==> config.mk <==
export PLATFORM = sky130hd
export DESIGN_NAME = stack_frame_sequencer_flat
export DESIGN_NICKNAME = d
export VERILOG_FILES = /design/src/rtl/stack_frame_sequencer_if.sv /design/src/rtl/stack_frame_sequencer.sv /design/src/flat_wrapper.sv
export SDC_FILE = /design/constraint.sdc
export NUM_CORES = 1
export LEC_CHECK = 0
export ABC_AREA = 1
export ABC_CLOCK_PERIOD_IN_PS = 2470
export BUFFER_PORTS_ARGS = -buffer_cell sky130_fd_sc_hd__buf_2
export CORE_MARGIN = 8
export CORE_UTILIZATION = 44
export CTS_CLUSTER_DIAMETER = 200
export DETAILED_ROUTE_END_ITERATION = 16
export PLACE_DENSITY = 0.81
export SLEW_MARGIN = 20
export SYNTH_ARGS = -nofsm -noshare
export SYNTH_HDL_FRONTEND = slang
export SYNTH_SLANG_ARGS = --single-unit
==> constraint.sdc <==
create_clock -name clk -period 2.47 [get_ports clk]
set_input_delay 0.1235 -clock clk [delete_from_list [all_inputs] [get_ports clk]]
set_output_delay 0.1235 -clock clk [all_outputs]
set_load 0.01 [all_outputs]
==> src/rtl/stack_frame_sequencer_if.sv <==
// Bus bundle for the stack frame sequencer: control handshake, register-file port and stack port.
// The master modport is the sequencer side; the slave modport is the CPU/register-file/stack side.
interface stack_frame_sequencer_if #(
  parameter int unsigned DEPTH_W = 8,
  parameter int unsigned ADDR_W  = 4,
  parameter int unsigned DATA_W  = 32
);
  logic              start_save;
  logic              start_restore;
  logic              busy;
  logic              done;
  logic              error;
  logic [DEPTH_W-1:0] depth;
  logic              ext_push;
  logic              ext_pop;
  logic [ADDR_W-1:0] rf_raddr;
  logic [DATA_W-1:0] rf_rdata;
  logic              rf_we;
  logic [ADDR_W-1:0] rf_waddr;
  logic [DATA_W-1:0] rf_wdata;
  logic [DATA_W-1:0] stk_d;
  logic              stk_push;
  logic              stk_pop;
  logic [DATA_W-1:0] stk_q;

  modport master (
    input  start_save, start_restore, ext_push, ext_pop, rf_rdata, stk_q,
    output busy, done, error, depth, rf_raddr, rf_we, rf_waddr, rf_wdata,
           stk_d, stk_push, stk_pop
  );

  modport slave (
    output start_save, start_restore, ext_push, ext_pop, rf_rdata, stk_q,
    input  busy, done, error, depth, rf_raddr, rf_we, rf_waddr, rf_wdata,
           stk_d, stk_push, stk_pop
  );
endinterface

==> src/rtl/stack_frame_sequencer.sv <==
// Bulk save/restore of a contiguous register range onto a hardware stack, with occupancy
// tracking that also observes single pushes/pops made by other CPU logic.
module stack_frame_sequencer #(
  parameter int unsigned FIRST_REG   = 1,
  parameter int unsigned LAST_REG    = 15,
  parameter int unsigned STACK_DEPTH = 128
) (
  input logic                    clk,
  input logic                    reset,
  stack_frame_sequencer_if.master bus
);
  localparam int unsigned N       = LAST_REG - FIRST_REG + 1;
  localparam int unsigned DEPTH_W = $clog2(STACK_DEPTH) + 1;
  localparam int unsigned CMP_W   = DEPTH_W + 1;
  localparam int unsigned CNT_W   = $clog2(N + 1);
  localparam int unsigned ADDR_W  = 4;

  typedef enum logic [2:0] {IDLE, CHECK, SAVE, RESTORE, FINISH} state_e;

  state_e             state_q, state_d;
  logic               save_op_q, save_op_d;
  logic [CNT_W-1:0]   cnt_q, cnt_d;
  logic               busy_q, busy_d;
  logic               done_q, done_d;
  logic               error_q, error_d;
  logic [DEPTH_W-1:0] depth_q, depth_d;
  logic [ADDR_W-1:0]  rf_raddr_q, rf_raddr_d;
  logic               rf_we_q, rf_we_d;
  logic [ADDR_W-1:0]  rf_waddr_q, rf_waddr_d;
  logic               stk_push_q, stk_push_d;
  logic               stk_pop_q, stk_pop_d;

  always_ff @(posedge clk or negedge reset) begin
    if (!reset) begin
      state_q    <= IDLE;
      save_op_q  <= 1'b0;
      cnt_q      <= '0;
      busy_q     <= 1'b0;
      done_q     <= 1'b0;
      error_q    <= 1'b0;
      depth_q    <= '0;
      rf_raddr_q <= '0;
      rf_we_q    <= 1'b0;
      rf_waddr_q <= '0;
      stk_push_q <= 1'b0;
      stk_pop_q  <= 1'b0;
    end else begin
      state_q    <= state_d;
      save_op_q  <= save_op_d;
      cnt_q      <= cnt_d;
      busy_q     <= busy_d;
      done_q     <= done_d;
      error_q    <= error_d;
      depth_q    <= depth_d;
      rf_raddr_q <= rf_raddr_d;
      rf_we_q    <= rf_we_d;
      rf_waddr_q <= rf_waddr_d;
      stk_push_q <= stk_push_d;
      stk_pop_q  <= stk_pop_d;
    end
  end

  // Next state plus the registered outputs for the following cycle.
  always_comb begin
    state_d    = state_q;
    save_op_d  = save_op_q;
    cnt_d      = cnt_q;
    busy_d     = 1'b0;
    done_d     = 1'b0;
    error_d    = error_q;
    depth_d    = depth_q;
    rf_raddr_d = '0;
    rf_we_d    = 1'b0;
    rf_waddr_d = '0;
    stk_push_d = 1'b0;
    stk_pop_d  = 1'b0;

    unique case (state_q)
      IDLE: begin
        if (bus.start_save && bus.start_restore) begin
          state_d = FINISH;
          done_d  = 1'b1;
          error_d = 1'b1;
        end else if (bus.start_save || bus.start_restore) begin
          state_d   = CHECK;
          busy_d    = 1'b1;
          save_op_d = bus.start_save;
          if (bus.start_save) rf_raddr_d = ADDR_W'(FIRST_REG);
        end
      end
      CHECK: begin
        cnt_d = '0;
        if (save_op_q ? (CMP_W'(depth_q) + CMP_W'(N) > CMP_W'(STACK_DEPTH))
                      : (depth_q < DEPTH_W'(N))) begin
          state_d = FINISH;
          done_d  = 1'b1;
          error_d = 1'b1;
        end else if (save_op_q) begin
          state_d    = SAVE;
          busy_d     = 1'b1;
          error_d    = 1'b0;
          stk_push_d = 1'b1;
          rf_raddr_d = rf_raddr_q + ADDR_W'(1);
        end else begin
          state_d   = RESTORE;
          busy_d    = 1'b1;
          error_d   = 1'b0;
          stk_pop_d = 1'b1;
        end
      end
      SAVE: begin
        // Read data trails the address by one cycle, so the push stream lags rf_raddr.
        if (cnt_q == CNT_W'(N - 1)) begin
          state_d = FINISH;
          done_d  = 1'b1;
        end else begin
          busy_d     = 1'b1;
          stk_push_d = 1'b1;
          cnt_d      = cnt_q + CNT_W'(1);
          rf_raddr_d = rf_raddr_q + ADDR_W'(1);
        end
      end
      RESTORE: begin
        // One extra cycle after the last pop to write back the final stk_q.
        if (cnt_q == CNT_W'(N)) begin
          state_d = FINISH;
          done_d  = 1'b1;
        end else begin
          busy_d     = 1'b1;
          rf_we_d    = 1'b1;
          rf_waddr_d = ADDR_W'(LAST_REG - 32'(cnt_q));
          stk_pop_d  = (cnt_q < CNT_W'(N - 1));
          cnt_d      = cnt_q + CNT_W'(1);
        end
      end
      FINISH:  state_d = IDLE;
      default: state_d = IDLE;
    endcase

    if (stk_push_q)     depth_d = depth_q + DEPTH_W'(1);
    else if (stk_pop_q) depth_d = depth_q - DEPTH_W'(1);

    // External single accesses: counted when not busy, flagged and dropped while busy.
    if (busy_q) begin
      if (bus.ext_push || bus.ext_pop) error_d = 1'b1;
    end else if (bus.ext_push && !bus.ext_pop) begin
      if (depth_q == DEPTH_W'(STACK_DEPTH)) error_d = 1'b1;
      else                                  depth_d = depth_q + DEPTH_W'(1);
    end else if (bus.ext_pop && !bus.ext_push) begin
      if (depth_q == '0) error_d = 1'b1;
      else               depth_d = depth_q - DEPTH_W'(1);
    end
  end

  assign bus.busy     = busy_q;
  assign bus.done     = done_q;
  assign bus.error    = error_q;
  assign bus.depth    = depth_q;
  assign bus.rf_raddr = rf_raddr_q;
  assign bus.rf_we    = rf_we_q;
  assign bus.rf_waddr = rf_waddr_q;
  assign bus.stk_push = stk_push_q;
  assign bus.stk_pop  = stk_pop_q;
  assign bus.stk_d    = stk_push_q ? bus.rf_rdata : '0;
  assign bus.rf_wdata = rf_we_q ? bus.stk_q : '0;
endmodule

==> src/flat_wrapper.sv <==
// flat-port wrapper written by rule: the top's interface ports become plain ports
module stack_frame_sequencer_flat 
#(
  parameter int unsigned FIRST_REG   = 1,
  parameter int unsigned LAST_REG    = 15,
  parameter int unsigned STACK_DEPTH = 128
)
  (clk, reset, bus_start_save, bus_start_restore, bus_ext_push, bus_ext_pop, bus_rf_rdata, bus_stk_q, bus_busy, bus_done, bus_error, bus_depth, bus_rf_raddr, bus_rf_we, bus_rf_waddr, bus_rf_wdata, bus_stk_d, bus_stk_push, bus_stk_pop);
  stack_frame_sequencer_if bus_i ();
  input logic clk;
  input logic reset;
  input wire logic [$bits(bus_i.start_save)-1:0] bus_start_save;
  input wire logic [$bits(bus_i.start_restore)-1:0] bus_start_restore;
  input wire logic [$bits(bus_i.ext_push)-1:0] bus_ext_push;
  input wire logic [$bits(bus_i.ext_pop)-1:0] bus_ext_pop;
  input wire logic [$bits(bus_i.rf_rdata)-1:0] bus_rf_rdata;
  input wire logic [$bits(bus_i.stk_q)-1:0] bus_stk_q;
  output wire logic [$bits(bus_i.busy)-1:0] bus_busy;
  output wire logic [$bits(bus_i.done)-1:0] bus_done;
  output wire logic [$bits(bus_i.error)-1:0] bus_error;
  output wire logic [$bits(bus_i.depth)-1:0] bus_depth;
  output wire logic [$bits(bus_i.rf_raddr)-1:0] bus_rf_raddr;
  output wire logic [$bits(bus_i.rf_we)-1:0] bus_rf_we;
  output wire logic [$bits(bus_i.rf_waddr)-1:0] bus_rf_waddr;
  output wire logic [$bits(bus_i.rf_wdata)-1:0] bus_rf_wdata;
  output wire logic [$bits(bus_i.stk_d)-1:0] bus_stk_d;
  output wire logic [$bits(bus_i.stk_push)-1:0] bus_stk_push;
  output wire logic [$bits(bus_i.stk_pop)-1:0] bus_stk_pop;
  assign bus_i.start_save = bus_start_save;
  assign bus_i.start_restore = bus_start_restore;
  assign bus_i.ext_push = bus_ext_push;
  assign bus_i.ext_pop = bus_ext_pop;
  assign bus_i.rf_rdata = bus_rf_rdata;
  assign bus_i.stk_q = bus_stk_q;
  assign bus_busy = bus_i.busy;
  assign bus_done = bus_i.done;
  assign bus_error = bus_i.error;
  assign bus_depth = bus_i.depth;
  assign bus_rf_raddr = bus_i.rf_raddr;
  assign bus_rf_we = bus_i.rf_we;
  assign bus_rf_waddr = bus_i.rf_waddr;
  assign bus_rf_wdata = bus_i.rf_wdata;
  assign bus_stk_d = bus_i.stk_d;
  assign bus_stk_push = bus_i.stk_push;
  assign bus_stk_pop = bus_i.stk_pop;
  stack_frame_sequencer #(.FIRST_REG(FIRST_REG), .LAST_REG(LAST_REG), .STACK_DEPTH(STACK_DEPTH)) u_core (.clk(clk), .reset(reset), .bus(bus_i));
endmodule
; Word-level counts from Yosys, hierarchy flattened
; Cells that the tools add are included.
[op_classes]
n_addsub = 6
order_cmp = 3
eq_ne = 11
n_mux = 56
n_bitwise = 1
n_reduce_logical = 13
[op_table]
columns = cell, n
row1 = $mux 32, 2
row2 = $mux 8, 7
row3 = $mux 4, 9
row4 = $mux 1, 25
row5 = $pmux 4 s3, 2
row6 = $mux 3, 5
row7 = $pmux 3 s4, 1
row8 = $add 8x4->9 const B, 1
row9 = $gt 9x8->1 const B, 1
row10 = $reduce_and 3->1, 3
row11 = $add 4x1->4 const B, 2
row12 = $add 8x1->8 const B, 1
row13 = $eq 4x4->1 const B, 2
row14 = $eq 8x8->1 const B, 1
row15 = $logic_not 8->1, 1
row16 = $lt 8x4->1 const B, 1
row17 = $pmux 1 s4, 2
row18 = $sub 8x1->8 const B, 1
row19 = $eq 3x2->1 const B, 2
row20 = $pmux 1 s2, 3
row21 = $lt 4x4->1 const B, 1
row22 = $ne 2x1->1 const B, 2
row23 = $ne 2x2->1 const B, 2
row24 = $sub 4x4->4 const A, 1
row25 = other kinds (8), 12
[word_totals]
register_bits = 30
inputBits = 70
out_inout_bits = 86
elab_cells = 102

; Longest topological paths before layout
[depth]
ltp_word = 9
depth_mapped = 14
mapped_depth_nobuf = 14

; Least setup slack after synthesis
; Ideal clock, no wire load.
[synth_path]
path_type = reg-to-reg
from = reg u_core.depth_q[0] (netlist: u_core.bus.depth[0])
to = reg u_core.depth_q[0] (netlist: u_core.bus.depth[0])
setup_ps = 118
arrival_time_ps = 1741
required_ps = 2352
slack_ps = 611
path_stages_with_launch = 12
n_path_buf = 0
synth_period_minus_slack_ps = 1859
cell_sequence = dfrtp_1 -> inv_1 -> ha_1 -> nand2_2 -> nor2_2 -> nand4_1 -> nand2_2 -> inv_1 -> o21ai_2 -> nand3_1 -> nand2_1 -> o21ai_2
[synth_via]
elab_chain_cells = 7
elab_cells_between_ends = 11
cone_classes = add/sub: 2 / eq/ne: 1 / mux: 7 / reduce/logical: 1
[synth_lines]
columns = item, line
row1 = start: declaration, stack_frame_sequencer.sv:26  ; logic [DEPTH_W-1:0] depth_q, depth_d;
row2 = start signal: assignment, stack_frame_sequencer.sv:54  ; depth_q <= depth_d;
row3 = $sub 8x1->8, "stack_frame_sequencer.sv:141, stack_frame_sequencer.sv:151"
row4 = $mux 8, stack_frame_sequencer.sv:141  ; else if (stk_pop_q) depth_d = depth_q - DEPTH_W'(1);
row5 = $mux 8, stack_frame_sequencer.sv:140  ; if (stk_push_q) depth_d = depth_q + DEPTH_W'(1);
row6 = $mux 8, stack_frame_sequencer.sv:150  ; if (depth_q == '0) error_d = 1'b1;
row7 = $mux 8, stack_frame_sequencer.sv:149  ; end else if (bus.ext_pop && !bus.ext_push) begin
row8 = $mux 8, stack_frame_sequencer.sv:146  ; end else if (bus.ext_push && !bus.ext_pop) begin
row9 = $mux 8 *, stack_frame_sequencer.sv:144  ; if (busy_q) begin
row10 = net u_core.depth_d[0], stack_frame_sequencer.sv:26
; The timed path passes the listed nets; every way through them passes the cells marked *.
; A chain may end at the register's enable or synchronous reset.

; Worst setup path in the final report
; Ends and elaborated chain as after synthesis.

==> flow_summary_export.csv <==
group,metric,value,unit
floorplan,die_w,92.4,µm
global_routing,grt_pass1_vias,2823,
placed_design,place_congestion,0.894,
finish,seqCellArea,751,µm²
clocking,clock_path_buffers,2,
status,status,"complete, no violations",
finish,stdcell_count,649,
yosys,syn_area,2570,µm²
yosys,seq_area_frac_synth,0.292,
sta,worst_slew_pin_slew,0.918,ns
finish,layout_common_cells,"buf_2 (155), nand2_1 (133), inv_1 (100)",
finish,diodes,0,
critical_path,cp_max_fo,6,
yosys,synth.distinct_cells,32,
finish,fill_cells,557,
sta,fin_crit,2.11,ns
finish,multi_input_area,1360,µm²
global_routing,gr-total-overflow,0,
clocking,h-tree-depth,2,
yosys,synth-edff-count,0,
routing,wl_per_cell,12.6,µm
yosys,synthFlopType,"dfrtp_1",
critical_path,worst_ep_required_time,2.64,ns
power,leakagePower,2.50,nW
finish,final_common_cell,"buf_2",
floorplan,fp.dieH,92.4,µm
routing,vias_per_cell,4.57,
floorplan,num_rows,28,
sta,finalSetupViolCount,0,
clocking,cts.root.buffer_cell,"clkbuf_8",
floorplan,dieArea,8540,µm²
routing,drt-total-wl,8.19,mm
sta,fin_setup_tns,0,ns
critical_path,cp-end-kind,"flip-flop",
routing,ant_nets,0,
yosys,synth_top_cell_area_share,0.292,
clocking,post_cts_buffers,0,
yosys,syn_nets,498,
critical_path,reg2reg_depth,11,
yosys,synth_top_area_cell,"dfrtp_1",
clocking,cts_tree,"built",
floorplan,io_pins,156,
sta,fin_crit_sh,0.852,
finish,syn_to_final_growth,36.4,%
yosys,synth_area_leaders,"dfrtp_1 (29%), nand2_1 (19%), inv_1 (15%)",
finish,nNetsFinal,652,
routing,vias,2967,
sta,slew_violations,0,
sta,clock_skew,0.00800,ns
clocking,cts.sinks,30,
sta,timing_hold_violations_final,0,
critical_path,cp.arrival,2.28,ns
yosys,synth-seq-cells,30,
clocking,clk_pin_slew,0.06,ns
routing,drc,0,
global_routing,grt_max_degree,34,
sta,slew_headroom,0.388,
yosys,postSynthCellCount,419,
routing,first_iter_violations,194,
placed_design,dp.cells,640,
clocking,cts_made_buffers,5,
critical_path,path_class,"reg2reg",
global_routing,grtUsageTotal,0.187,
sta,holdWs,0.110,ns
sta,max_freq,475,MHz
worst_hold_path,hold_path_class,"in2reg",
finish,drive_gt1_frac,0.334,
yosys,async_reset_ff_frac,1.00,
finish,fin_util,0.606,
job,drv_cap,0,
yosys,yosysWarnings,0,
placed_design,portBuffers,155,
clocking,clock_latency,0.28,ns
worst_hold_path,hold_depth,3,
global_routing,grt_pass1_wl,13.2,mm
critical_path,crit_path_start_kind,"flip-flop",
yosys,synth_area_per_cell,6.13,µm²
floorplan,core_area,5780,µm²
routing,drt-pass1-iter-count,5,
sta,rsz0062_at_grt,"false",
power,power_density,1030,nW/µm²
power,peakVddDrop,0.000557,V
global_routing,antenna_found_initial,0,
floorplan,start_util,0.445,
placed_design,dp_hpwl,6.72,mm
-- area by class of cell --
cell class,instances,area share
Clock inverter,2,0.00357
Timing Repair Buffer,157,0.226
Sequential cell,30,0.214
Multi-Input combinational cell,270,0.389
Inverter,109,0.117
Tap cell,75,0.0268
Clock buffer,6,0.0236
-- what timing repair did --
action                    CTS  global route
hold endpoints to repair   30             0
resized for setup           0             0
hold buffers                1             0
-- worst paths after layout --
check,startpoint,end,slack (ns)
min,bus_start_save,u_core.save_op_q,0.11
max,u_core.bus.depth[0],u_core.bus.depth[0],0.36
max in group asynchronous,reset,u_core.bus.stk_push,1.61
min reg2reg,u_core.cnt_q[0],u_core.bus.rf_waddr[0],0.48
max reg2reg,u_core.bus.depth[0],u_core.bus.depth[0],0.36
min in group asynchronous,reset,u_core.cnt_q[3],0.41
-- state kept, by name, indices dropped and copies added, names as in the netlist --
signal and cells:
u_core.bus.rf_waddr 4, u_core.bus.error 1, u_core.bus.rf_we 1, u_core.state_q 3, u_core.bus.stk_push 1, u_core.bus.busy 1, u_core.save_op_q 1, u_core.bus.rf_raddr 4
u_core.cnt_q 4, u_core.bus.done 1, u_core.bus.depth 8, u_core.bus.stk_pop 1
-- metrics by stage --
step,setup WS (ns),cell area (µm²),power (mW)
2_1_floorplan,0.611,2570,2.47
3_3_place_gp,0.478,3400,3.16
3_5_place_dp,0.411,3400,3.20
4_1_cts,0.390,3500,3.64
5_1_grt,0.213,3500,3.97
6_report,0.365,3500,3.61
-- worst max-delay path, stage by stage, from the launching register on --
cell,delay (ns)
dfrtp_1,0.44
inv_1,0.17
ha_1,0.33
nand2_2,0.10
nor2_2,0.15
nand4_1,0.14
nand2_2,0.15
inv_1,0.10
o21ai_2,0.19
nand3_1,0.10
nand2_1,0.09
o21ai_2,0.05
-- where the power goes --
part | total, mW | internal, mW | switching [mW]
Sequential | 0.980 | 0.685 | 0.295
Combinational | 2.22 | 0.812 | 1.41
Clock | 0.412 | 0.224 | 0.189
-- cell families after synthesis --
logic type / Yosys count / share of synthesized area
multiplexers: 1 / 0.00389
AO/OA/AOI/OAI: 39 / 0.0896
XOR/XNOR: 12 / 0.0409
buffers and inverters: 119 / 0.178
AND/OR/NAND/NOR: 209 / 0.352
adder cells (fa/ha/maj): 9 / 0.0438
flip-flops: 30 / 0.292
-- layer usage --
metal  vias to the layer above  GRT usage  wire, µm
met3                         7     0.0485       586
met4                         0     0.0497        71
li1                       1545          -         -
met1                      1332      0.211      3130
met2                        83      0.338      4400
met5                         -          0         0
-- synthesized netlist by cell type (2+ instances only) --
cell / number
clkbuf_1: 7
o21ai_0: 19
nor2_4: 2
xor2_1: 11
nand2_2: 5
inv_1: 100
o21ai_2: 5
nand2_4: 2
a22oi_1: 2
nand3_1: 24
nand4_1: 4
o22ai_1: 2
inv_2: 7
buf_2: 2
nand2_1: 133
nor2_2: 5
dfrtp_1: 30
ha_1: 9
nor2_1: 30
a21oi_1: 7
clkinv_1: 2
(Power assumes the default switching activity.)
